==> src/rtl/alu_arbiter.sv <==
// Round-robin arbiter and sequencer sharing one combinational 8-bit ALU among NUM_REQ requesters.
// One operation is in flight at a time; the result is returned on the granted requester's response channel.
//
// state  | meaning
// S_IDLE | waiting for a request; grants combinationally by round-robin
// S_EXEC | operation registers drive the ALU; result captured at the edge
// S_RESP | rsp_valid[gnt] high until the granted requester raises rsp_ready
module alu_arbiter #(
    parameter int NUM_REQ = 2
) (
    input  logic                   clk,
    input  logic                   rst,
    input  logic [NUM_REQ-1:0]     req_valid,
    output logic [NUM_REQ-1:0]     req_ready,
    input  logic [3*NUM_REQ-1:0]   req_op,
    input  logic [8*NUM_REQ-1:0]   req_a,
    input  logic [8*NUM_REQ-1:0]   req_b,
    output logic [NUM_REQ-1:0]     rsp_valid,
    input  logic [NUM_REQ-1:0]     rsp_ready,
    output logic [7:0]             rsp_data,
    output logic                   rsp_err,
    output logic [7:0]             alu_op,
    output logic [7:0]             alu_a,
    output logic [7:0]             alu_b,
    input  logic [7:0]             alu_y,
    output logic                   busy
);

    localparam int PW = (NUM_REQ > 1) ? $clog2(NUM_REQ) : 1;

    typedef enum logic [1:0] {
        S_IDLE = 2'd0,
        S_EXEC = 2'd1,
        S_RESP = 2'd2
    } state_t;

    state_t               r_state;
    state_t               w_state_nxt;
    logic [PW-1:0]        r_ptr;
    logic [PW-1:0]        r_gnt;
    logic [2:0]           r_op;
    logic [7:0]           r_a;
    logic [7:0]           r_b;
    logic [7:0]           r_rsp_data;
    logic                 r_rsp_err;
    logic [NUM_REQ-1:0]   r_rsp_valid;
    logic [PW-1:0]        w_idx;
    logic [PW-1:0]        w_pick;
    logic                 w_any;
    logic                 w_grant;

    // Walk from the farthest candidate back to ptr+1 so the nearest valid requester wins.
    always_comb begin
        w_any  = 1'b0;
        w_pick = r_ptr;
        w_idx  = '0;
        for (int k = NUM_REQ; k >= 1; k--) begin
            w_idx = PW'((int'(r_ptr) + k) % NUM_REQ);
            if (req_valid[w_idx]) begin
                w_any  = 1'b1;
                w_pick = w_idx;
            end
        end
    end

    assign w_grant = (r_state == S_IDLE) && w_any;

    // Gated by rst so no grant is advertised while reset is held.
    always_comb begin
        req_ready = '0;
        if (rst && w_grant) begin
            req_ready[w_pick] = 1'b1;
        end
    end

    always_comb begin
        w_state_nxt = r_state;
        case (r_state)
            S_IDLE:  if (w_any) w_state_nxt = S_EXEC;
            S_EXEC:  w_state_nxt = S_RESP;
            S_RESP:  if (rsp_ready[r_gnt]) w_state_nxt = S_IDLE;
            default: w_state_nxt = S_IDLE;
        endcase
    end

    always_ff @(posedge clk or negedge rst) begin
        if (!rst) begin
            r_state <= S_IDLE;
        end else begin
            r_state <= w_state_nxt;
        end
    end

    always_ff @(posedge clk or negedge rst) begin
        if (!rst) begin
            r_ptr       <= PW'(NUM_REQ - 1);
            r_gnt       <= '0;
            r_op        <= '0;
            r_a         <= '0;
            r_b         <= '0;
            r_rsp_data  <= '0;
            r_rsp_err   <= 1'b0;
            r_rsp_valid <= '0;
        end else begin
            if (w_grant) begin
                r_gnt <= w_pick;
                r_ptr <= w_pick;
                r_op  <= req_op[3*int'(w_pick) +: 3];
                r_a   <= req_a[8*int'(w_pick) +: 8];
                r_b   <= req_b[8*int'(w_pick) +: 8];
            end
            if (r_state == S_EXEC) begin
                if (r_op <= 3'd5) begin
                    r_rsp_data <= alu_y;
                    r_rsp_err  <= 1'b0;
                end else begin
                    r_rsp_data <= 8'h00;
                    r_rsp_err  <= 1'b1;
                end
            end
            r_rsp_valid <= '0;
            if (w_state_nxt == S_RESP) begin
                r_rsp_valid[r_gnt] <= 1'b1;
            end
        end
    end

    assign alu_op    = {5'b00000, r_op};
    assign alu_a     = r_a;
    assign alu_b     = r_b;
    assign rsp_data  = r_rsp_data;
    assign rsp_err   = r_rsp_err;
    assign rsp_valid = r_rsp_valid;
    assign busy      = (r_state != S_IDLE);

endmodule
==> config.mk <==
export PLATFORM = sky130hd
export DESIGN_NAME = alu_arbiter
export DESIGN_NICKNAME = d
export VERILOG_FILES = /design/src/rtl/alu_arbiter.sv
export SDC_FILE = /design/constraint.sdc
export NUM_CORES = 1
export LEC_CHECK = 0
export CAP_MARGIN = 20
export CORE_MARGIN = 4
export CORE_UTILIZATION = 30
export DETAILED_ROUTE_END_ITERATION = 16
export GPL_TIMING_DRIVEN = 0
export SLEW_MARGIN = 10
export SYNTH_ARGS = -nofsm -noshare
export SYNTH_HDL_FRONTEND = slang
export SYNTH_SLANG_ARGS = --single-unit
==> constraint.sdc <==
create_clock -name clk -period 1.5 [get_ports clk]
set_input_delay 0.3 -clock clk [delete_from_list [all_inputs] [get_ports clk]]
set_output_delay 0.3 -clock clk [all_outputs]
set_load 0.03 [all_outputs]
==> summary.md, run 1 <==
| Metric | Value |
|---|---|
| Synth Area in Compound Gates | `30.7%` |
| Final WL | `4640 um` |
| Yosys top cell area share | `45.5%` |
| Sequential area share after synthesis | `46.9%` |
| CTS tree | `yes` |
| Critical path buffer and inverter count | `1` |
| Fin Setup TNS | `-189 ps` |
| Post-synthesis simple-gate area fraction | `5.92%` |
| Crit. End Element | `output pin` |
| Sequential power share | `28.0%` |
| Chip Width | `85.8 um` |
| Synthesis-stage register bit count | `34` |
| Vias | `around 1,500` |
| Pwr dens | `~2000 nW/um^2` |
| Post-DP HPWL | `about 3200 um` |
| Core area | `5890 um^2` |
| R2R depth | `7` |
| Layout cells sized above 1 | `33.2%` |
| Antenna violations before repair | `0` |
| Fin. max-slew vios | `0` |
| Maximum clock frequency | `between 0.6 and 0.7 GHz` |
| Initial Util | `30.9%` |
| CP Class | `reg2out` |
| Layout Nets | `313` |
| Crit path setup slack, layout | `-79.7 ps` |
| Worst skew pair latency | `280 ps` |
| CTS root buffer | `clkbuf_8` |
| Clock Tree Buf Depth | `2` |
| Post-synth EDFFs | `0` |
| Most frequent cells after synthesis | `inv_1, dfrtp_1, o21ai_2, o221ai_2, a22o_1` |
| Maximum capacitance violations | `0` |
| Synth area leader | `dfrtp_1` |
| Post-Synth XOR/XNOR Area | `0%` |
| Count leader, synth | `inv_1` |
| Total gr overflow | `0` |
| CTS Buf Count | `5` |
| Reg-to-reg endpoint | `alu_b[0]` |
| WP depth | `4` |
| Synthesized cell area | `1820 um^2` |
| Final Cycle Share | `105%` |
| Synth unique cells | `25` |
| Failing checks | `negative setup slack` |
| Crit Path Max Fanout | `3` |
| Multiplexer share of the synthesized area | `0.826%` |
| Hold Worst Slack | `78.8 ps` |
| Status | `finished with violations` |
| Total leakage power | `between 1 and 1.5 nW` |
| Power Internal | `3.35 mW` |
| Sinks on Clock Net | `34` |
| Syn avg cell area | `11.6 um^2` |
| Iter 0 DRT Violations | `31` |
| IO Count | `90` |
| Synth warn | `0` |
| Die area | `7370 um^2` |
| Combinational share of power | `just under 60%` |
| Area grow syn2layout | `64.1%` |
| RSZ-0062 raised after global routing | `yes` |
| Routability Congestion | `between 0.6 and 0.7` |
| Peak supply drop | `0.889 mV` |
| HP Class | `in2async` |
| I/O Buffers | `84` |
| Final setup vio count | `3` |
| CP max stage cell | `dfrtp_1` |
| Largest net degree at the start of global routing | `33` |
| CP max stage delay | `430 ps` |
| Largest family of logic cells by synthesized area | `compound AO/OA/AOI/OAI gates` |
| Delay-heaviest family, CP | `simple AND/OR/NAND/NOR gates` |
| Prevailing post-synth register cell | `dfrtp_1` |
| Final ANT Viol Nets | `0` |
| Gate Count Post-Synth | `157` |
| Clock power frac | `13.9%` |
| Antenna diodes | `0` |
| DRT Pass-1 Iters | `2` |
| Die Y-Extent | `85.8 um` |
| Filler Cell Count | `572` |
| Min Tclk post-route | `1580 ps` |
| Clk_skew | `6.39 ps` |
| Vias per cell | `around 4.3` |
| Worst r2r src | `r_state[0]` |
| Residual DRC | `0` |
| Wire per inst | `13.8 um` |
| CP Launch Type | `register` |
| Worst-path cell chain | `nor2_4 > nand3_4 > nor2_4 > buf_6` |
| GRT Util Overall | `13.6%` |
| Final hold vios | `0` |
| Htree depth | `2` |
| Ranking of synthesized cells by area | `dfrtp_1, o221ai_2, o21ai_2` |
| Net Sw Power | `~2.6 mW` |
| Crit-path most repeated cell | `nor2_4` |
| Cell row count | `28` |
| Switch share | `43.7%` |
| Pwr Total | `5.95 mW` |
| Crit path DAT | `around 1300 ps` |
| Async set-reset flop share out of synthesis | `between 90% and 100%` |
| FF-to-FF setup slack | `40 ps` |
| Clock transition at path regs | `70 ps` |
| Required @ worst endpoint | `1200 ps` |
| Via count of the first global-routing pass | `1,545` |
| First-pass GRT wire length | `7800 um` |
| Post-Synth Adder-Cell Area | `0%` |
per-layer routing:
metal	GRT usage, %	vias up	share of wire (%)
met5	0	-	0
met4	3.02	0	1.0
met3	4.42	7	8.0
met2	20.5	57	43
met1	19.1	658	47
li1	-	730	-
power by group through the flow:
stage               clock [mW]  combinational, mW  sequential [mW]
CTS                      0.866               3.44             1.67
finish                   0.829               3.45             1.67
detailed placement           0               3.51             1.70
global placement             0               3.49             1.70
floorplan                    0               1.51             2.43
global route             0.908               3.72             1.74
logic make-up (layout without fill, tap and decap cells):
logic type      after synthesis  after routing
flops                        34             34
compound gates               51             51
simple gates                 15             15
mux                           1              1
other cells                   1              5
buf+inv                      55            156
worst max path at each step:
stage	startpoint	slack, ps	end
after floorplan	r_ptr	60	req_ready[0]
after global placement	rst	-1860	req_ready[0]
after detailed placement	req_valid[1]	-780	req_ready[0]
after CTS	r_ptr	-240	req_ready[0]
after global routing	r_state[0]	-150	req_ready[1]
final	r_state[0]	-80	req_ready[1]
worst register-to-register path, cell delays in order (launching register included):
cell	delay, ps
dfrtp_1	430
nor2_4	210
buf_6	140
inv_6	30
buf_4	150
buf_6	140
o21ai_1	160
o221ai_2	100
layout by cell type, fill, tap and decap left out, drive strengths merged:
cell type,n
clkdlybuf4s50,48
inv,41
dfrtp,33
dlygate4sd2,29
buf,26
o21ai,22
o221ai,19
a22o,8
conb,5
clkbuf,5
nor2,5
nand2,3
nand2b,3
nand3,2
clkinv,2
clkdlybuf4s15,2
a21oi,2
mux2,1
nor3b,1
nor2b,1
bufinv,1
dlygate4sd3,1
dlymetal6s2s,1
dfstp,1
stage by stage:
step | instance area (um^2) | util [%] | cells | setup WS (ps)
3_3_place_gp | 2770 | 47.1 | 320 | -1860
4_1_cts | 2960 | 50.3 | 337 | -241
2_1_floorplan | 1840 | - | 161 | 64.5
6_report | 2980 | 50.7 | 337 | -79.7
3_5_place_dp | 2790 | 47.3 | 321 | -784
5_1_grt | 2980 | 50.7 | 337 | -151
cell type report:
cell class	instances	area, um^2	share of cell area (%)
Sequential cell	34	852	28.6
Inverter	41	159	5.33
Tap cell	75	93.8	3.15
Clock buffer	5	68.8	2.31
Clock inverter	3	40.0	1.34
Buffer	11	101	3.40
Multi-Input combinational cell	72	736	24.7
Timing Repair Buffer	96	931	31.2
sequential cells by signal, summed over array words and instances, names as in the netlist:
| register | cells |
|---|---|
| alu_a | 8 |
| r_op | 3 |
| r_state | 2 |
| r_gnt | 1 |
| alu_b | 8 |
| rsp_data | 8 |
| rsp_valid | 2 |
| rsp_err | 1 |
| r_ptr | 1 |
what timing repair did:
| item | 4_1_cts | 5_1_grt |
|---|---|---|
| endpoints found under the setup margin | 33 | 4 |
| hold buffers | 2 | 0 |
| buffers inserted | 7 | 2 |
| hold endpoints to repair | 33 | 0 |
| gates resized for setup | 59 | 12 |
| pin swaps | 3 | 6 |
No activity file was read; power rests on OpenSTA's default activity.
==> run 2: changes to the inputs <==
- CTS_BUF_LIST: default -> sky130_fd_sc_hd__clkbuf_4
==> run 2 against run 1 <==
  * The run still ends with negative setup slack left
  * Non-clock buffer count is 1 higher
  * Cell area is 0.50% lower
  * Sequential share of layout area is 0.14 points higher
  * Final cell count is 0.30% higher
  * Count of clock-buffer cells in the layout stayed put
  * Largest cell class unchanged
  * Highest routed layer unchanged
==> summary.md, run 2 (synthesis gave the netlist of run 1 again) <==
| Metric | Value |
|---|---|
| Status | `finished with violations` |
| Failing checks | `negative setup slack` |
| Crit path launch | `r_state[0]` |
| Wire per inst | `13.7 um (-0.60%)` |
| CP Launch Type | `register` |
| CP Class | `reg2out` |
| Final setup vio count | `3 (unchanged)` |
| Worst Setup EP | `busy` |
| Layout cells sized above 1 | `33.1% (-0.13 points)` |
| Final WL | `4620 um (-0.30%)` |
| Maximum clock frequency | `0.598 GHz (-5.6%)` |
| Routability Congestion | `0.649 (unchanged)` |
| Peak supply drop | `0.790 mV (-11%)` |
| Power Internal | `3.24 mW (-3.4%)` |
| Clk_skew | `7.97 ps (+1.59 ps)` |
| Pre-CTS WS | `-784 ps (unchanged)` |
| CTS Buf Count | `5 (unchanged)` |
| Vias | `1,447 (-0.34%)` |
| Crit path setup slack, layout | `-173 ps (-92.9 ps)` |
| CTS tree | `yes` |
| Commonest cells after routing, fill and taps aside | `clkdlybuf4s50_1, inv_1, dfrtp_1, dlygate4sd2_1` |
| Layout Nets | `314 (+0.32%)` |
| Final ANT Viol Nets | `0 (unchanged)` |
| Antenna diodes | `0 (unchanged)` |
| Clock transition at path regs | `120 ps (+50 ps)` |
| Via count of the first global-routing pass | `1,533 (-0.78%)` |
| Worst r2r src | `r_state[0]` |
| Die area | `7370 um^2 (unchanged)` |
| Chip Width | `85.8 um (unchanged)` |
| Final hold vios | `0 (unchanged)` |
| IO Count | `90 (unchanged)` |
| Fin. max-slew vios | `0 (unchanged)` |
| CTS root buffer | `clkbuf_4` |
| Antenna violations before repair | `0 (unchanged)` |
| Final Cycle Share | `112% (+6.2 points)` |
| Min Tclk post-route | `1670 ps (+92.9 ps)` |
| Clock Tree Buf Depth | `2 (unchanged)` |
| Required @ worst endpoint | `1200 ps (about the same)` |
| Residual DRC | `0 (unchanged)` |
| Largest net degree at the start of global routing | `33 (unchanged)` |
| Leading cell type in the layout, fill and taps excluded | `clkdlybuf4s50_1` |
| Reg-to-reg endpoint | `alu_b[7]` |
| R2R depth | `7 (unchanged)` |
| Sequential power share | `28.7% (+0.7 points)` |
| First-pass GRT wire length | `7850 um (+0.63%)` |
| Crit. End Element | `output pin` |
| Post-DP HPWL | `3180 um (unchanged)` |
| Vias per cell | `4.28 (-0.64%)` |
| Clock power frac | `11.6% (-2.3 points)` |
| Total leakage power | `1.41 nW (-1.4%)` |
| Htree depth | `2 (unchanged)` |
| Core area | `5890 um^2 (unchanged)` |
| Maximum capacitance violations | `0 (unchanged)` |
| Filler Cell Count | `575 (+0.52%)` |
| Crit path DAT | `1370 ps (+90 ps)` |
| Crit Path Max Fanout | `3 (unchanged)` |
| Die Y-Extent | `85.8 um (unchanged)` |
| Cell row count | `28 (unchanged)` |
| FF-to-FF setup slack | `60 ps (+20 ps)` |
| Pwr dens | `1960 nW/um^2 (-2.0%)` |
| Sinks on Clock Net | `34 (unchanged)` |
| Net Sw Power | `2.56 mW (-1.5%)` |
| Iter 0 DRT Violations | `28 (-9.7%)` |
| Pwr Total | `5.80 mW (-2.5%)` |
| Worst skew pair latency | `340 ps (+60 ps)` |
| I/O Buffers | `84 (unchanged)` |
| HP Class | `in2async` |
| GRT Util Overall | `13.6% (unchanged)` |
| Switch share | `44.2% (+0.48 points)` |
| Area grow syn2layout | `63.3%` |
| Initial Util | `30.9% (unchanged)` |
| Combinational share of power | `59.8% (+1.8 points)` |
| DRT Pass-1 Iters | `4 (+2)` |
| RSZ-0062 raised after global routing | `yes` |
| Total gr overflow | `0 (unchanged)` |
## run 2: routing by layer
layer	GRT usage [%]	vias to the layer above	part of all wire, %
met2	20.0	57	43
met3	4.23	5	8.3
met4	3.02	0	1.1
met1	19.7	650	47
met5	0	-	0
li1	-	735	-
## run 2: worst min path at each step
stage,from,slack [ps],endpoint,cells after the start
detailed placement,rst,100,rsp_data[3],1
floorplan,rst,4,alu_a[0],0
global route,rst,7,rsp_data[6],3
finish,rst,20,rsp_data[2],3
global placement,r_ptr,480,r_ptr,2
CTS,rst,4,rsp_data[2],3
## run 2: power by group through the flow
stage	Combinational [mW]	Sequential, mW	Clock, mW
after global placement	3.49	1.70	0
after global routing	3.73	1.74	0.755
after detailed placement	3.51	1.70	0
after floorplan	1.51	2.43	0
final	3.47	1.66	0.671
after CTS	3.52	1.67	0.705
## run 2: worst max-delay path, stage by stage (launching register included)
cell and delay [ps]:
dfrtp_1 440, nor2_4 200, buf_6 130, inv_4 30, buf_12 110, buf_8 120
## run 2: stage by stage
stage | area, um^2 | util (%) | hold slack [ps] | setup TNS [ps] | instances
2_1_floorplan | 1840 | - | 4.41 | 0 | 161
6_report | 2970 | 50.4 | 15.7 | -460 | 338
4_1_cts | 2970 | 50.5 | 3.83 | -656 | 338
3_5_place_dp | 2790 | 47.3 | 99.6 | -3320 | 321
5_1_grt | 2970 | 50.4 | 7.25 | -722 | 338
3_3_place_gp | 2770 | 47.1 | 478 | -28590 | 320
## run 2: what timing repair did
item | in CTS | in global routing
endpoints found under the setup margin | 33 | 5
hold buffers | 3 | 0
pin swaps | 2 | 4
buffers inserted | 6 | 2
hold endpoints to repair | 33 | 0
gates resized for setup | 65 | 7
## run 2: final cells by class
cell class / instances / area [um^2] / area share [%]
Clock buffer: 5 / 37.5 / 1.27
Inverter: 41 / 156 / 5.27
Tap cell: 75 / 93.8 / 3.16
Buffer: 12 / 116 / 3.92
Clock inverter: 3 / 40.0 / 1.35
Sequential cell: 34 / 852 / 28.7
Multi-Input combinational cell: 72 / 729 / 24.6
Timing Repair Buffer: 96 / 941 / 31.7
==> run 3: changes to the inputs <==
- CTS_CLUSTER_DIAMETER: default -> 50
- clock period: 1.5 -> 2.1 ns (I/O delays scaled with it)
==> run 3 against run 2 <==
  * The flow now finishes without violations
  * Global-route usage decreased by 0.84 points
  * Sequential share of layout area up 1.1 points
  * Clock skew is 3.4 ps higher
  * Clock power is 32% lower
  * Sequential power shrank 28%
==> summary.md, run 3 (synthesis gave the netlist of run 1 again) <==
| Metric | Value |
|---|---|
| Reg-to-reg endpoint | `alu_a[5]` |
| Pwr Total | `4.11 mW (-29%)` |
| Total gr overflow | `0 (unchanged)` |
| Largest net degree at the start of global routing | `19 (-42%)` |
| Wire per inst | `13.5 um (-1.0%)` |
| Fin. max-slew vios | `0 (unchanged)` |
| Pre-CTS WS | `-411 ps (+373 ps)` |
| Chip Width | `85.8 um (unchanged)` |
| Residual DRC | `0 (unchanged)` |
| Area grow syn2layout | `57.4%` |
| I/O Buffers | `84 (unchanged)` |
| Crit path setup slack, layout | `72.8 ps (+245 ps)` |
| CTS tree | `yes` |
| FF-to-FF setup slack | `860 ps (+800 ps)` |
| HP Class | `in2async` |
| Initial Util | `30.9% (unchanged)` |
| Maximum clock frequency | `0.493 GHz` |
| Cts hold-fix bufs | `0 (-3)` |
| Status | `finished clean` |
| Clk_skew | `11.4 ps (+3.41 ps)` |
| Crit Path Max Fanout | `10 (+7)` |
| Htree depth | `2 (unchanged)` |
| CTS root buffer | `clkbuf_4` |
| Final core utilization | `48.6% (-1.8 points)` |
| Antenna diodes | `0 (unchanged)` |
| Filler Cell Count | `567 (-1.4%)` |
| Hold Worst Slack | `17.2 ps (+1.50 ps)` |
| CTS Buf Count | `5 (unchanged)` |
| Layout Nets | `305 (-2.9%)` |
| Post-CTS Resized | `11 (-83%)` |
| Vias | `1,430 (-1.2%)` |
| Clock transition at path regs | `110 ps (about the same)` |
| CP Launch Type | `input port` |
| Final ANT Viol Nets | `0 (unchanged)` |
| Cell row count | `28 (unchanged)` |
| Antenna violations before repair | `0 (unchanged)` |
| Maximum capacitance violations | `0 (unchanged)` |
| Final setup vio count | `0 (-3)` |
| Post-CTS setup buffer count | `0 (-6)` |
| First-pass GRT wire length | `7400 um (-5.8%)` |
| Final WL | `4440 um (-4.0%)` |
| Vias per cell | `4.36 (+1.8%)` |
| Crit. End Element | `output pin` |
| Min Tclk post-route | `around 2000 ps` |
| GRT Util Overall | `12.8% (-0.84 points)` |
| Total leakage power | `1.29 nW (-8.6%)` |
| Pwr dens | `1440 nW/um^2 (-26%)` |
| Worst skew pair latency | `330 ps (about the same)` |
| Final hold vios | `0 (unchanged)` |
| Crit path DAT | `1610 ps (+240 ps)` |
| Crit path launch | `req_valid[1]` |
| Worst r2r src | `r_state[0]` |
| Required @ worst endpoint | `1680 ps (+480 ps)` |
| DRT Pass-1 Iters | `4 (unchanged)` |
| Die area | `7370 um^2 (unchanged)` |
| Post-DP HPWL | `3400 um (+7.0%)` |
| Via count of the first global-routing pass | `1,499 (-2.2%)` |
| Routability Congestion | `0.678 (+4.6%)` |
| Leading cell type in the layout, fill and taps excluded | `clkdlybuf4s50_1` |
| Clock Tree Buf Depth | `2 (unchanged)` |
| R2R depth | `5 (-2)` |
| Final Cycle Share | `96.5%` |
| Core area | `5890 um^2 (unchanged)` |
| Commonest cells after routing, fill and taps aside | `clkdlybuf4s50_1, inv_1, dfrtp_1, o21ai_2, o221ai_2` |
| Die Y-Extent | `85.8 um (unchanged)` |
| Peak supply drop | `0.626 mV (-21%)` |
| Worst Setup EP | `req_ready[0]` |
| Iter 0 DRT Violations | `24 (-14%)` |
| IO Count | `90 (unchanged)` |
| Layout cells sized above 1 | `28.9% (-4.2 points)` |
| CP Class | `in2out` |
| RSZ-0062 raised after global routing | `no` |
| Sinks on Clock Net | `34 (unchanged)` |
## run 3: routing by layer
metal	global-route usage (%)	share of wire, %	routed length, um
met5	0	0	0
met4	3.02	0.95	42
met3	5.19	9.9	438
met2	19.5	45	1980
met1	17.0	45	1980
## run 3: power breakdown
group	switching [mW]	internal [mW]	total, mW
sequential	0.228	0.976	1.20
clock	0.217	0.241	0.458
combinational	1.33	1.12	2.45
## run 3: worst max-delay path, stage by stage
cell and delay [ps]:
clkdlybuf4s50_1 490, nand2b_1 130, nand3_2 100, buf_6 180
nor2_1 90, clkbuf_4 190
## run 3: stage by stage
| step | instances | instance area (um^2) | setup TNS [ps] |
|---|---|---|---|
| after floorplan | 161 | 1830 | 0 |
| after global placement | 320 | 2770 | -11550 |
| after detailed placement | 321 | 2790 | -815 |
| after CTS | 328 | 2850 | 0 |
| after global routing | 328 | 2860 | 0 |
| final | 328 | 2860 | 0 |
## run 3: how the worst min path moves through the flow
stage	depth (start not counted)	startpoint	end
after CTS	1	rst	rsp_err
after detailed placement	1	rst	rsp_err
after floorplan	0	rst	alu_a[0]
after global placement	2	r_ptr	r_ptr
final	1	rst	rsp_err
after global routing	1	rst	rsp_err
## run 3: area by class of cell
type	count	area [um^2]	area share [%]
sequential	34	852	29.8
timing repair buffer	85	860	30.1
clock buffer	5	37.5	1.31
multi-input combinational	72	702	24.6
clock inverter	2	33.8	1.18
tap	75	93.8	3.28
buffer	14	126	4.42
inverter	41	154	5.38
